## src/rtl/dfd_event_counter_pkg.sv

```systemverilog
// Shared types and constants for the DFD debug event counter.
package dfd_event_counter_pkg;

  localparam int unsigned EVC_STATE_W = 2;

  typedef enum logic [EVC_STATE_W-1:0] {
    EVC_IDLE   = 2'b00,
    EVC_RUN    = 2'b01,
    EVC_FROZEN = 2'b10
  } dfd_evc_state_e;

endpackage : dfd_event_counter_pkg

```

## src/rtl/dfd_evc_accum.sv

```systemverilog
// Combinational accumulator step: count + increment with carry detect and
// a saturate-or-wrap result select.
module dfd_evc_accum #(
  parameter int unsigned WIDTH     = 16,
  parameter int unsigned INC_WIDTH = 4,
  parameter bit          SATURATE  = 1'b1
) (
  input  logic [WIDTH-1:0]     count_in,
  input  logic [INC_WIDTH-1:0] inc_amt,
  output logic [WIDTH-1:0]     count_out,
  output logic                 carry
);

  logic [WIDTH:0] inc_ext;
  logic [WIDTH:0] sum;

  // The increment is unsigned, so it is zero-extended to the full sum width.
  assign inc_ext = (WIDTH+1)'(inc_amt);
  assign sum     = {1'b0, count_in} + inc_ext;
  assign carry   = sum[WIDTH];

  // On carry-out either clamp at all-ones or keep the wrapped low bits.
  always_comb begin
    count_out = sum[WIDTH-1:0];
    if (SATURATE && carry) begin
      count_out = '1;
    end
  end

endmodule : dfd_evc_accum

```

## src/rtl/dfd_event_counter.sv

```systemverilog
// Programmable debug event counter: arm/pause FSM, multi-bit accumulation
// with sticky overflow, and an on-demand snapshot holding register.
module dfd_event_counter
  import dfd_event_counter_pkg::*;
#(
  parameter int unsigned WIDTH     = 16,
  parameter int unsigned INC_WIDTH = 4,
  parameter bit          SATURATE  = 1'b1
) (
  input  logic                   clk,
  input  logic                   rst,
  input  logic                   start,
  input  logic                   stop,
  input  logic                   clr,
  input  logic                   inc_valid,
  input  logic [INC_WIDTH-1:0]   inc_amt,
  input  logic                   snap,
  output logic [WIDTH-1:0]       count,
  output logic [WIDTH-1:0]       snapshot,
  output logic                   snap_valid,
  output logic                   overflow,
  output logic [EVC_STATE_W-1:0] state
);

  dfd_evc_state_e   state_q, state_d;
  logic [WIDTH-1:0] count_q, count_d;
  logic [WIDTH-1:0] snapshot_q, snapshot_d;
  logic             snap_valid_q, snap_valid_d;
  logic             overflow_q, overflow_d;

  logic [WIDTH-1:0] accum_next;
  logic             accum_carry;

  dfd_evc_accum #(
    .WIDTH    (WIDTH),
    .INC_WIDTH(INC_WIDTH),
    .SATURATE (SATURATE)
  ) u_accum (
    .count_in (count_q),
    .inc_amt  (inc_amt),
    .count_out(accum_next),
    .carry    (accum_carry)
  );

  // Next-state logic: clr first, then snapshot capture and the FSM with
  // counting, where stop wins over start in RUN and start wins elsewhere.
  always_comb begin
    state_d      = state_q;
    count_d      = count_q;
    snapshot_d   = snapshot_q;
    snap_valid_d = 1'b0;
    overflow_d   = overflow_q;

    if (clr) begin
      state_d    = EVC_IDLE;
      count_d    = '0;
      overflow_d = 1'b0;
    end else begin
      if (snap) begin
        snapshot_d   = count_q;
        snap_valid_d = 1'b1;
      end

      case (state_q)
        EVC_IDLE: begin
          if (start) begin
            state_d = EVC_RUN;
          end
        end
        EVC_RUN: begin
          if (inc_valid) begin
            count_d = accum_next;
            if (accum_carry) begin
              overflow_d = 1'b1;
            end
          end
          if (stop) begin
            state_d = EVC_FROZEN;
          end else if (SATURATE && inc_valid && accum_carry) begin
            state_d = EVC_FROZEN;
          end
        end
        EVC_FROZEN: begin
          if (start) begin
            state_d = EVC_RUN;
          end
        end
        default: begin
          state_d = EVC_IDLE;
        end
      endcase
    end
  end

  // All state registers with synchronous reset overriding every input.
  always_ff @(posedge clk) begin
    if (rst) begin
      state_q      <= EVC_IDLE;
      count_q      <= '0;
      snapshot_q   <= '0;
      snap_valid_q <= 1'b0;
      overflow_q   <= 1'b0;
    end else begin
      state_q      <= state_d;
      count_q      <= count_d;
      snapshot_q   <= snapshot_d;
      snap_valid_q <= snap_valid_d;
      overflow_q   <= overflow_d;
    end
  end

  assign count      = count_q;
  assign snapshot   = snapshot_q;
  assign snap_valid = snap_valid_q;
  assign overflow   = overflow_q;
  assign state      = state_q;

endmodule : dfd_event_counter

```

## config.mk

```make
export PLATFORM = sky130hd
export DESIGN_NAME = dfd_event_counter
export DESIGN_NICKNAME = d
export VERILOG_FILES = /design/src/rtl/dfd_event_counter_pkg.sv /design/src/rtl/dfd_evc_accum.sv /design/src/rtl/dfd_event_counter.sv
export SDC_FILE = /design/constraint.sdc
export NUM_CORES = 1
export LEC_CHECK = 0
export BUFFER_PORTS_ARGS = -buffer_cell sky130_fd_sc_hd__buf_2
export CORE_MARGIN = 5
export CORE_UTILIZATION = 42
export CTS_CLUSTER_DIAMETER = 100
export DETAILED_ROUTE_END_ITERATION = 10
export PLACE_DENSITY = 0.78
export SETUP_SLACK_MARGIN = 0.5
export SLEW_MARGIN = 20
export SYNTH_ARGS = -nofsm -noshare
export SYNTH_HDL_FRONTEND = slang
export SYNTH_HIERARCHICAL = 1
export SYNTH_SLANG_ARGS = --single-unit
```

## constraint.sdc

```tcl
create_clock -name clk -period 3.2 [get_ports clk]
set_input_delay 0.32 -clock clk [delete_from_list [all_inputs] [get_ports clk]]
set_output_delay 0.32 -clock clk [all_outputs]
set_load 0.01 [all_outputs]
```

==> run metrics <==
RR Endpoint state[1]; wire length per cell 13.3 µm; most frequent cells in the layout 73 x nand2_1, 46 x buf_2, 36 x a21oi_1, 36 x dfxtp_1; M1 GR Usage 22.0%; GRT Util Overall 16.3%; Max Cap Violations 0; critical path endpoint category flip-flop; R2R depth 9; CTS Buffer Depth 2; Syn Nets 247; Peak VDD IR 0.154 mV; Bufs and invs on worst path 1; vias per inst 5.22; Max-slew headroom 29.5%; DRC viols 0; NumNets Final 288; WP data arrival 2.57 ns; Hold WC Path Type input port to flip-flop; I/O pin cnt 47; layout cell share with drive strength beyond 1 21.3%; global route hottest layer met2; synth-to-layout area growth 18.6%; cts bufs inserted 5; WL final 4290 µm; hold path depth 2; first-pass GRT wire length 7200 µm; synth unique cells 40; WP data required 3.38 ns; die height 74.8 µm; cell family with the largest share of critical-path delay simple AND/OR/NAND/NOR gates; met2 GRT Util 25.8%; hpwl dp 3070 µm; Max Slew Vio Count 0; hold slack 0.249 ns; RSZ-0062 raised after global routing false; worst hold start start; Worst Setup Start Kind flip-flop; Seq/Total Area, Yosys 40.8%; final period utilization 74.7%; Leak 0.880 nW; H-Tree Depth 2; total congestion overflow 0; Finished Layout Cells 322; met3 GRT Util 3.07%; CTS tree built; DRT Pass-1 Iters 4; setup slack after placement 0.619 ns; n_diodes 0; area of the core 4030 µm²; CTS root buf clkbuf_8; Crit Path Category flip-flop to flip-flop; Tmin final 2.39 ns; Seq. cell area 721 µm²; flops & latches, synth 36; status finished clean; vias after detailed routing 1,681; most common cell after layout, fill and taps aside nand2_1; Mapped Area 1770 µm²; initial core utilization 43.8%; die width 74.8 µm; multi-input logic area 968 µm²; largest net degree at the start of global routing 21; Setup Viol. Count Final 0; clock sinks 36; crit path max fanout 16; crit-path cells ha_1 > fa_1 > a211oi_2 > nor3_2 > nand2_2 > inv_1 > a21oi_1 > or4b_1 > o41ai_1; Post-CTS Resized 0; Hold-fix buffers, CTS 0; R2R setup slack 0.81 ns; post-route ant nets 0; Hold Fails Final Rpt 0; Power per Cell Area 398 nW/µm²; setup TNS 0 ns; Final GP Congestion 0.880; Worst Tran Pin Value 1.05 ns; Worst-Skew Late Latency 0.28 ns; IO buf count 46; final total power 834 µW; Crit. Startpoint count[0]; CP max stage delay 0.49 ns; final setup margin 0.810 ns; initial antenna violation count 0; slowest CP cell or4b_1; num rows 23; Fill cells 414; synthesized area per cell 7.64 µm²; Final Skew 0.00350 ns; cells after synthesis 231; worst r2r src count[0]; Iter 0 DRT Violations 120; Yosys warnings 6; Worst-path clk slew 0.07 ns; Placed Instances 315; DIE AREA 5600 µm²; vias in the first global route 1,561; Min-Delay Endpoint state[1]; fmax 418 MHz; Setup Buffers After CTS 0
-- final cells by class --
type	instances	area share, %
multi-input combinational	179	46.3
sequential	36	34.4
timing repair buffer	46	11.0
clock buffer	7	4.60
tap	50	2.99
inverter	4	0.717
-- worst register-to-register path, stage by stage (launching register included) --
cell      delay, ns
dfxtp_1        0.39
ha_1           0.21
fa_1           0.26
a211oi_2       0.13
nor3_2         0.28
nand2_2        0.23
inv_1          0.13
a21oi_1        0.08
or4b_1         0.49
o41ai_1        0.07
-- power breakdown --
| part | total [mW] | internal (mW) | leakage (nW) | switching, mW |
|---|---|---|---|---|
| logic | 0.0402 | 0.0129 | 0.540 | 0.0273 |
| clock network | 0.342 | 0.192 | 0.0503 | 0.151 |
| registers | 0.452 | 0.450 | 0.290 | 0.00178 |
| total | 0.834 | 0.654 | 0.880 | 0.180 |
-- cells in the mapped netlist, drive strengths merged --
library cell	number	area share, %
a211o	1	0.50
a211oi	3	1.8
a21o	2	0.85
a21oi	36	10
a31o	1	0.50
a31oi	2	0.71
and2	1	0.35
and3	3	1.1
and3b	1	0.50
buf	8	2.8
clkbuf	4	0.85
dfxtp	36	41
fa	1	1.1
ha	4	2.8
inv	4	0.85
mux2	1	0.64
nand2	74	16
nand2b	3	1.1
nand3	8	3.0
nand3b	1	0.43
nand4	3	1.1
nor2	5	1.1
nor2b	2	0.71
nor3	4	1.4
nor3b	1	0.43
nor4	2	0.71
o21ai	6	1.7
o41ai	2	0.99
or2	3	1.1
or3	2	0.71
or4b	1	0.57
xnor2	5	2.5
xor2	1	0.50
-- flip-flops by register name, summed over array words and instances (netlist names) --
register / count
snapshot: 16
count: 16
overflow: 1
state: 2
snap_valid: 1
-- metrics by stage --
step           util [%]  instance area, µm²
3_5_place_dp       49.5                1990
6_report           52.0                2090
4_1_cts            51.9                2090
3_3_place_gp       49.5                1990
2_1_floorplan         -                1770
5_1_grt            52.0                2090
-- layer usage --
metal  up-vias  wire length, µm
met3         5              208
met1       769             1940
met4         0               61
met2        38             2080
li1        869                -
met5         -                0
-- how the worst max path moves through the flow --
stage	endpoint	slack (ns)	cells after the start
floorplan	state[1]	0.94	10
global placement	state[1]	0.68	10
detailed placement	state[1]	0.62	10
CTS	state[1]	0.70	9
global route	state[1]	0.58	9
finish	state[1]	0.81	9
-- cell families (layout without fill, tap and decap cells) --
family	after synthesis	after routing	synth area share, %
muxes	1	1	0.638
AOI/OAI and AO/OA	53	53	17.3
adders and majority gates	5	5	3.97
buffers and inverters	16	57	4.46
and+or+nand+nor	114	114	29.8
xor gates and xnor gates	6	6	2.98
DFF	36	36	40.8
Note: power is estimated with default switching activity, not from simulation.
